[src/rtl/acq_pkg.sv]
// Shared definitions for the acquisition sequencer: FSM state encoding,
// gain code limits and default auto-ranging thresholds.
// Ports: none (package).
package acq_pkg;

  typedef enum logic [2:0] {
    S_IDLE,
    S_DIAP_START,
    S_DIAP_WAIT,
    S_GAIN_EVAL,
    S_SETTLE,
    S_MEAS_START,
    S_MEAS_WAIT,
    S_STORE
  } state_t;

  localparam int GAIN_MIN  = 0;
  localparam int GAIN_MAX  = 3;

  // Width of the range-pass value examined by the auto-ranging logic.
  localparam int DIAP_BITS = 18;

  localparam logic [DIAP_BITS-1:0] HI_THR_DEF = 18'h3C000;
  localparam logic [DIAP_BITS-1:0] LO_THR_DEF = 18'h04000;

endpackage

[src/rtl/acq_sequencer_sample_strobe_gen.sv]
// Free-running square-wave strobe: toggles every HALF clocks while enabled.
// Ports: clk, rst (sync, active-high), en (run the divider), strobe (output).
// When en drops the divider and strobe are cleared, so a restart is phase-aligned.
module sample_strobe_gen #(
  parameter int HALF = 312
) (
  input  logic clk,
  input  logic rst,
  input  logic en,
  output logic strobe
);

  localparam int CW = (HALF > 1) ? $clog2(HALF) : 1;
  localparam logic [CW-1:0] LAST = CW'(HALF - 1);

  logic [CW-1:0] cnt;

  always_ff @(posedge clk) begin
    if (rst || !en) begin
      cnt    <= '0;
      strobe <= 1'b0;
    end else if (cnt == LAST) begin
      cnt    <= '0;
      strobe <= ~strobe;
    end else begin
      cnt    <= cnt + 1'b1;
    end
  end

endmodule

[src/rtl/acq_sequencer.sv]
// Measurement-cycle controller for the dual-channel ADC read engine: range pass,
// per-channel auto-ranging with analog settling, result pass, timeout supervision.
// Ports: clk/rst, run, sample_adc/start_cycle_conv/read_diapason/complete/data_in_*
// to the engine, gain_* to the front end, result_*/result_valid/busy/timeout_err to host.
module acq_sequencer
  import acq_pkg::*;
#(
  parameter int                    DATA_WIDTH     = 24,
  parameter int                    DIAP_WIDTH     = 2,
  parameter int                    SAMPLE_HALF    = 312,
  parameter int                    SETTLE_CYCLES  = 1024,
  parameter int                    TIMEOUT_CYCLES = 2 ** 22,
  parameter int                    CNT_WIDTH      = 22,
  parameter logic [DIAP_BITS-1:0]  HI_THR         = HI_THR_DEF,
  parameter logic [DIAP_BITS-1:0]  LO_THR         = LO_THR_DEF
) (
  input  logic                    clk,
  input  logic                    rst,
  input  logic                    run,
  output logic                    sample_adc,
  output logic                    start_cycle_conv,
  output logic                    read_diapason,
  input  logic                    complete,
  input  logic [DATA_WIDTH-1:0]   data_in_1,
  input  logic [DATA_WIDTH-1:0]   data_in_2,
  output logic [DIAP_WIDTH-1:0]   gain_1,
  output logic [DIAP_WIDTH-1:0]   gain_2,
  output logic [DATA_WIDTH-1:0]   result_1,
  output logic [DATA_WIDTH-1:0]   result_2,
  output logic [2*DIAP_WIDTH-1:0] result_gain,
  output logic                    result_valid,
  output logic                    busy,
  output logic                    timeout_err
);

  localparam logic [DIAP_WIDTH-1:0] GMIN        = DIAP_WIDTH'(GAIN_MIN);
  localparam logic [DIAP_WIDTH-1:0] GMAX        = DIAP_WIDTH'(GAIN_MAX);
  localparam logic [CNT_WIDTH-1:0]  TO_LAST     = CNT_WIDTH'(TIMEOUT_CYCLES - 1);
  localparam logic [CNT_WIDTH-1:0]  SETTLE_LAST = CNT_WIDTH'(SETTLE_CYCLES - 1);

  state_t                 state;
  logic [CNT_WIDTH-1:0]   cnt;      // shared by settle wait and pass timeout
  logic [DIAP_BITS-1:0]   diap_1;
  logic [DIAP_BITS-1:0]   diap_2;
  logic [DIAP_WIDTH-1:0]  g1_nxt;
  logic [DIAP_WIDTH-1:0]  g2_nxt;
  logic                   run_q;
  logic                   strobe_en;

  // The strobe keeps running until the in-flight cycle has fully finished.
  assign strobe_en = run | busy;

  sample_strobe_gen #(
    .HALF (SAMPLE_HALF)
  ) u_strobe (
    .clk    (clk),
    .rst    (rst),
    .en     (strobe_en),
    .strobe (sample_adc)
  );

  // Auto-ranging step; thresholds are strict so a value equal to either one holds.
  always_comb begin
    g1_nxt = gain_1;
    g2_nxt = gain_2;
    if (diap_1 > HI_THR && gain_1 != GMIN)      g1_nxt = gain_1 - 1'b1;
    else if (diap_1 < LO_THR && gain_1 != GMAX) g1_nxt = gain_1 + 1'b1;
    if (diap_2 > HI_THR && gain_2 != GMIN)      g2_nxt = gain_2 - 1'b1;
    else if (diap_2 < LO_THR && gain_2 != GMAX) g2_nxt = gain_2 + 1'b1;
  end

  // start_cycle_conv is raised on the transition into a START state and held
  // through the START state itself, giving exactly two cycles high.
  always_ff @(posedge clk) begin
    if (rst) begin
      state            <= S_IDLE;
      cnt              <= '0;
      diap_1           <= '0;
      diap_2           <= '0;
      run_q            <= 1'b0;
      start_cycle_conv <= 1'b0;
      read_diapason    <= 1'b0;
      gain_1           <= '0;
      gain_2           <= '0;
      result_1         <= '0;
      result_2         <= '0;
      result_gain      <= '0;
      result_valid     <= 1'b0;
      busy             <= 1'b0;
      timeout_err      <= 1'b0;
    end else begin
      run_q            <= run;
      result_valid     <= 1'b0;
      start_cycle_conv <= 1'b0;
      if (run && !run_q) timeout_err <= 1'b0;

      case (state)
        S_IDLE: begin
          if (run) begin
            state            <= S_DIAP_START;
            busy             <= 1'b1;
            start_cycle_conv <= 1'b1;
            read_diapason    <= 1'b1;
          end
        end
        S_DIAP_START: begin
          cnt              <= '0;
          start_cycle_conv <= 1'b1;
          state            <= S_DIAP_WAIT;
        end
        S_DIAP_WAIT: begin
          if (complete) begin
            diap_1 <= data_in_1[DIAP_BITS-1:0];
            diap_2 <= data_in_2[DIAP_BITS-1:0];
            state  <= S_GAIN_EVAL;
          end else if (cnt == TO_LAST) begin
            timeout_err <= 1'b1;
            busy        <= 1'b0;
            state       <= S_IDLE;
          end else begin
            cnt <= cnt + 1'b1;
          end
        end
        S_GAIN_EVAL: begin
          gain_1 <= g1_nxt;
          gain_2 <= g2_nxt;
          cnt    <= '0;
          if (g1_nxt != gain_1 || g2_nxt != gain_2) begin
            state <= S_SETTLE;
          end else begin
            state            <= S_MEAS_START;
            start_cycle_conv <= 1'b1;
            read_diapason    <= 1'b0;
          end
        end
        S_SETTLE: begin
          if (cnt == SETTLE_LAST) begin
            state            <= S_MEAS_START;
            start_cycle_conv <= 1'b1;
            read_diapason    <= 1'b0;
          end else begin
            cnt <= cnt + 1'b1;
          end
        end
        S_MEAS_START: begin
          cnt              <= '0;
          start_cycle_conv <= 1'b1;
          state            <= S_MEAS_WAIT;
        end
        S_MEAS_WAIT: begin
          if (complete) begin
            state <= S_STORE;
          end else if (cnt == TO_LAST) begin
            timeout_err <= 1'b1;
            busy        <= 1'b0;
            state       <= S_IDLE;
          end else begin
            cnt <= cnt + 1'b1;
          end
        end
        S_STORE: begin
          result_1     <= data_in_1;
          result_2     <= data_in_2;
          result_gain  <= {gain_2, gain_1};
          result_valid <= 1'b1;
          if (run) begin
            state            <= S_DIAP_START;
            start_cycle_conv <= 1'b1;
            read_diapason    <= 1'b1;
          end else begin
            state <= S_IDLE;
            busy  <= 1'b0;
          end
        end
        default: begin
          state <= S_IDLE;
          busy  <= 1'b0;
        end
      endcase
    end
  end

endmodule

[config.mk]
export PLATFORM = sky130hd
export DESIGN_NAME = acq_sequencer
export DESIGN_NICKNAME = d
export VERILOG_FILES = /design/src/rtl/acq_pkg.sv /design/src/rtl/acq_sequencer_sample_strobe_gen.sv /design/src/rtl/acq_sequencer.sv
export SDC_FILE = /design/constraint.sdc
export NUM_CORES = 1
export LEC_CHECK = 0
export CAP_MARGIN = 20
export CORE_ASPECT_RATIO = 1.4
export CORE_UTILIZATION = 30
export DETAILED_ROUTE_END_ITERATION = 12
export PLACE_DENSITY = 0.53
export SYNTH_ARGS = -nofsm -noshare
export SYNTH_HDL_FRONTEND = slang
export SYNTH_HIERARCHICAL = 1
export SYNTH_SLANG_ARGS = --single-unit
[constraint.sdc]
create_clock -name clk -period 3.47 [get_ports clk]
set_clock_uncertainty 0.1 [all_clocks]
set_input_delay 0.694 -clock clk [delete_from_list [all_inputs] [get_ports clk]]
set_output_delay 0.694 -clock clk [all_outputs]
set_load 0.05 [all_outputs]
==> results of run 1 <==
==> worst paths after layout <==
check                                           startpoint                          to  slack, ns  cells past startpoint
worst max-delay path                  cnt[12]$_SDFFE_PP0P_         cnt[1]$_SDFFE_PP0P_       0.76                      7
worst min-delay path            u_strobe/cnt[0]$_SDFF_PP0_  u_strobe/cnt[0]$_SDFF_PP0_       0.35                      1
worst min register to register  u_strobe/cnt[0]$_SDFF_PP0_  u_strobe/cnt[0]$_SDFF_PP0_       0.35                      1
worst max register to register        cnt[12]$_SDFFE_PP0P_         cnt[1]$_SDFFE_PP0P_       0.76                      7
==> logic make-up after synthesis <==
family	share of synthesized area, %
compound gates	17.0
xor+xnor	1.11
fa+ha+maj	1.36
buf+inv	4.37
flops	48.1
mux	0.181
simple gates	27.8
==> state kept, by name, summed over array words and instances (netlist names), 2 cells and up <==
register / flops
cnt: 22
diap_1: 18
diap_2: 18
gain_1: 2
gain_2: 2
result_1: 24
result_2: 24
result_gain: 4
state: 3
u_strobe/cnt: 9
==> worst max-delay path: cells and delay by family (launching register included) <==
family / cells / cell delay, ns
AND/OR/NAND/NOR: 4 / 1.18
AO/OA/AOI/OAI: 1 / 0.42
flip-flops: 1 / 0.35
buffers and inverters: 1 / 0.29
multiplexers: 1 / 0.23
==> cells in the mapped netlist, drive strengths merged, types with 3 or more instances <==
master / count
a211oi: 3
inv: 12
xor2: 4
nor2: 38
or3: 10
nand2: 202
buf: 4
and2: 3
nor3: 6
a21oi: 119
dfxtp: 133
or4: 17
nand3: 17
xnor2: 3
ha: 6
clkbuf: 34
o21ai: 14
nor2b: 3
o31ai: 14
nand4: 8
nor4: 10
or2: 6
==> cell type report <==
type	instances	share of cell area, %
clock buffers	17	5.76
flip-flops and latches	133	36.0
multi-input cells	512	35.6
clock inverters	15	2.00
inverters	12	0.610
well taps	240	4.07
repair buffers	119	15.9
==> layer usage <==
| layer | global-route usage, % | wire, um | vias up |
|---|---|---|---|
| met1 | 17.7 | 6150 | 2319 |
| met3 | 4.80 | 628 | 18 |
| met2 | 28.0 | 7620 | 87 |
| met5 | 0 | 0 | - |
| li1 | - | - | 2599 |
| met4 | 5.41 | 195 | 0 |
==> placed cells by master, fill, tap and decap left out, types with 4 or more instances in the layout <==
cell type / netlist / final
nand4_1: 8 / 8
or4_2: 10 / 10
nor4_1: 10 / 10
a21oi_2: 4 / 4
clkinv_4: 0 / 5
xor2_1: 4 / 4
nand3_1: 17 / 16
or4_1: 6 / 6
a21oi_1: 115 / 115
or3_1: 7 / 7
inv_1: 12 / 12
or2_2: 6 / 6
clkinvlp_4: 0 / 4
nor2_1: 38 / 38
o21ai_0: 10 / 10
inv_6: 0 / 5
clkdlybuf4s50_1: 0 / 112
dfxtp_1: 133 / 133
nand2_1: 202 / 202
o31ai_1: 14 / 14
ha_1: 6 / 6
buf_4: 0 / 7
nor3_1: 5 / 5
clkbuf_16: 0 / 17
==> where the power goes <==
part	leakage (nW)	internal (mW)	total (mW)	switching, mW
clock	0.267	1.00	1.73	0.730
combinational	1.04	0.132	0.321	0.189
sequential	1.07	1.56	1.60	0.0332
==> flow_summary.yaml, run 1 <==
run_status:
  outcome: "finished clean"
cells_and_area:
  layout.cells.non_filler: 1048
  final_util_pct: 41.0
  area_delta_synth_final_pct: 33.6
  register_area_sq_um: 2660
  nets: 853
  design_area_sq_um: 7390
  antennaDiodeCount: 0
  drive_above_1_share_pct: 9.03
  nFillCells: 1901
  multiInputGateArea_sq_um: 2630
clocking:
  path_clk_slew_ns: 0.06
  clk_path_buf_depth: 2
  ctsHoldBuffers: 0
  htreeDepth: 4
  cts_root_buf: "clkbuf_16"
  cts_tree: "done"
  clock_latency_ns: 0.42
  postCtsSetupRepairBufs: 0
  postCtsResizedCells: 0
  cts.sinks: 133
  cts_buffers: 17
sta:
  setup_viol: 0
  fin_ws_ns: 0.756
  setup_tns_ns: 0
  holdWs_ns: 0.350
  slew_headroom_pct: 26.5
  drv_slew: 0
  clock.fmax_mhz: 368
  tightest_slew_ns: 1.10
  rsz0062_at_grt: "no"
  hold_viol: 0
  post-route-period-util_pct: 78.2
  fin_crit_ns: 2.71
floorplanning:
  coreArea_sq_um: 18000
  die_h_um: 163
  io_pins: 114
  placementRows: 58
  fp.dieW_um: 117
  start_util_pct: 30.7
  die_area_sq_um: 19000
pwr:
  p_leak_nw: 2.38
  powerDensity_nw_per_um2: 494
  vdd_drop_max_mv: 0.289
  power_mw: 3.65
yosys:
  synth_area_per_cell_sq_um: 7.95
  synthDistinctLibCells: 59
  synth-edff-count: 0
  syn_inst: 696
  yosysSeqAreaShare_pct: 48.1
  syn_area_sq_um: 5530
  async_reset_ff_share_pct: 0
  yosys_warnings: 6
  synth-seq-cells: 133
  synth_top_area_share_pct: 48.1
  synth_nets: 754
  netlist.top_cell.by_area: "dfxtp_1"
  yosys-top-cells-area: "dfxtp_1 48%, nand2_1 14%, a21oi_1 10%"
  synth-main-ff-cell: "dfxtp_1"
worst_hold_path:
  holdCritPathClass: "reg2reg"
global_routing:
  grt_max_degree: 104
  grt_pass1_vias: 4813
  gr-total-overflow: 0
  antenna_found_initial: 1
  grt_pass1_wl_mm: 23.2
  grtUsageTotal_pct: 15.8
critical_path:
  critPathLaunchType: "flip-flop"
  path_max_fanout: 28
  cp_slowest_stage_delay_ns: 0.53
  worst_setup_path_end_kind: "flip-flop"
  cp_slowest_cell: "or4_1"
  critical_path_class: "reg2reg"
  required_ns: 3.66
  cp_cell_sequence: "or4_1 -> or4_4 -> o311a_4 -> nor3_4 -> buf_4 -> mux2i_1 -> nor2_1"
  critical_path_arrival_ns: 2.90
drt:
  drcViolationCount: 0
  ant_nets: 0
  wl_mm: 14.6
  drt-initial-drc-count: 217
  wl_per_cell_um: 13.9
  via_count: 5023
  vias_per_cell: 4.79
  drt-pass1-iter-count: 5
place:
  pre_cts_ws_ns: 0.392
  dp.cells: 1016
  io_buffers: 113
  placed_cell_area_sq_um: 6810
  gp_congestion: 0.802
  dpl.hpwl_mm: 10.0
flow_run:
  cap_violations: 0
No activity file was read; power rests on OpenSTA's default activity.
==> run 2: changes to the inputs <==
==> constraint.sdc (replaced) <==
create_clock -name clk -period 2.55 [get_ports clk]
set_clock_uncertainty 0.1 [all_clocks]
set_input_delay 0.51 -clock clk [delete_from_list [all_inputs] [get_ports clk]]
set_output_delay 0.51 -clock clk [all_outputs]
set_load 0.05 [all_outputs]
==> run 2 against run 1 <==
Effect of this change: core utilization grew 1.4 points; total power grew 39%; largest power group unchanged; worst setup slack lost 0.72 ns; sequential power grew 35%; global-route usage grew 0.53 points; die area is the same; first-iteration DRC count grew 22%; fmax grew 7.8%; critical endpoint is now cnt[12]$_SDFFE_PP0P_; critical path type unchanged.
==> flow_summary.yaml, run 2 (synthesis results as in run 1) <==
sta:
  clock.fmax_mhz: 397
  fin_crit_ns: 2.52
  setup_tns_ns: 0
  rsz0062_at_grt: "yes"
  hold_viol: 0
  drv_slew: 0
  tightest_slew_ns: 0.569
  post-route-period-util_pct: 98.7
  fin_ws_ns: 0.0334
  slew_headroom_pct: 62.0
  setup_viol: 0
flow_run:
  cap_violations: 0
global_routing:
  grt_max_degree: 53
  grt_pass1_vias: 5055
  antenna_found_initial: 0
  grtUsageTotal_pct: 16.4
  gr-total-overflow: 0
  grt_pass1_wl_mm: 24.2
critical_path:
  critPathLaunchType: "flip-flop"
  cp_cell_sequence: "or4_1 -> or4_4 -> o311a_4 -> nor3_4 -> buf_12 -> buf_8 -> or3_2 -> a21oi_1"
  required_ns: 2.74
  cp_slowest_cell: "or4_1"
  worst_setup_path_end_kind: "flip-flop"
  cp_slowest_stage_delay_ns: 0.51
  critical_path_arrival_ns: 2.71
  critical_path_class: "reg2reg"
  path_max_fanout: 10
cells_and_area:
  drive_above_1_share_pct: 12.1
  nets: 873
  top_regs: "result_1: 24 flops, result_2: 24 flops, cnt: 22 flops"
  layout_common_cells: "202 x nand2_1, 131 x dfxtp_1, 115 x a21oi_1, 112 x clkdlybuf4s50_1, 38 x nor2_1"
  layout.cells.non_filler: 1068
  area_delta_synth_final_pct: 38.1
  final_common_cell: "nand2_1"
  antennaDiodeCount: 0
floorplanning:
  die_area_sq_um: 19000
  io_pins: 114
  die_h_um: 163
  fp.dieW_um: 117
  coreArea_sq_um: 18000
  placementRows: 58
  start_util_pct: 30.7
clocking:
  path_clk_slew_ns: 0.06
  htreeDepth: 4
  cts.sinks: 133
  clock_latency_ns: 0.41
  cts_tree: "done"
  cts_buffers: 17
  cts_root_buf: "clkbuf_16"
  clk_path_buf_depth: 2
drt:
  wl_mm: 15.0
  drcViolationCount: 0
  drt-initial-drc-count: 265
  via_count: 5207
  vias_per_cell: 4.88
  ant_nets: 0
  drt-pass1-iter-count: 4
  wl_per_cell_um: 14.0
pwr:
  vdd_drop_max_mv: 0.421
  p_leak_nw: 2.50
  powerDensity_nw_per_um2: 664
  power_mw: 5.07
worst_hold_path:
  holdCritPathClass: "reg2reg"
place:
  dp.cells: 1034
  gp_congestion: 0.823
  pre_cts_ws_ns: -0.0741
  io_buffers: 113
  dpl.hpwl_mm: 10.4
run_status:
  outcome: "finished clean"
==> run 2: cell types whose count changed in the layout (fill, tap and decap cells not counted), moves of 2 or more <==
cell	before	now
o31ai_1	14	12
buf_6	0	2
clkinv_4	5	1
clkinv_2	0	2
o31ai_2	0	2
buf_4	7	22
dfxtp_1	133	131
buf_12	0	2
==> run 2: critical path: cells and delay by family (launching register included) <==
| kind | cells | cell delay [ns] |
|---|---|---|
| simple gates | 4 | 1.26 |
| buf+inv | 2 | 0.28 |
| compound gates | 2 | 0.41 |
| flops | 1 | 0.35 |
==> run 2: metal layers <==
metal	track usage, %	routed length (um)	vias to the layer above
li1	-	-	2633
met1	18.1	6190	2441
met2	29.3	7930	113
met3	4.73	586	20
met4	5.75	244	0
met5	0	0	-
==> run 2: worst paths after layout <==
| check | startpoint | endpoint | slack, ns | depth (start not counted) |
|---|---|---|---|---|
| worst max-delay path | cnt[12]$_SDFFE_PP0P_ | cnt[12]$_SDFFE_PP0P_ | 0.03 | 8 |
| worst min register to register | u_strobe/cnt[0]$_SDFF_PP0_ | u_strobe/cnt[0]$_SDFF_PP0_ | 0.35 | 1 |
| worst min-delay path | u_strobe/cnt[0]$_SDFF_PP0_ | u_strobe/cnt[0]$_SDFF_PP0_ | 0.35 | 1 |
| worst max register to register | cnt[12]$_SDFFE_PP0P_ | cnt[12]$_SDFFE_PP0P_ | 0.03 | 8 |
==> run 2: final cells by class <==
cell class              instances  area, sq um
clock buffers                  18          429
clock inverters                14          151
fillers                      1892        10400
inverters                      12         45.0
multi-input cells             512         2680
flip-flops and latches        133         2670
well taps                     240          300
repair buffers                139         1360
==> run 2: power by group <==
group / switching [mW] / total (mW) / leakage [nW] / internal [mW]
clock network: 0.948 / 2.40 / 0.270 / 1.45
logic: 0.292 / 0.519 / 1.16 / 0.227
registers: 0.0320 / 2.16 / 1.08 / 2.13
total: 1.27 / 5.07 / 2.50 / 3.80
==> run 2: through the flow <==
step	hold WS (ns)	util, %	instance area, sq um
after global placement	0.329	38.8	6980
after global routing	0.368	42.4	7630
after floorplan	0.318	-	5530
after CTS	0.348	42.2	7600
final	0.348	42.4	7630
after detailed placement	0.339	38.8	6980
==> run 2: what timing repair did <==
item,in CTS,in global routing
endpoints found under the hold margin,0,0
setup buffers,1,1
hold buffers,0,0
gates cloned,1,0
endpoints found under the setup margin,7,15
pin swaps,1,1
resized for setup,2,11
==> run 3: changes to the inputs <==
--- a/config.mk
+++ b/config.mk
@@ -5,7 +5,7 @@
 export SDC_FILE = /design/constraint.sdc
 export NUM_CORES = 1
 export LEC_CHECK = 0
-export CAP_MARGIN = 20
+export CAP_MARGIN = 10
 export CORE_ASPECT_RATIO = 1.4
 export CORE_UTILIZATION = 30
 export DETAILED_ROUTE_END_ITERATION = 12
==> results of run 3 <==
The final DEF is identical to that of run 2; final timing and power are the same.
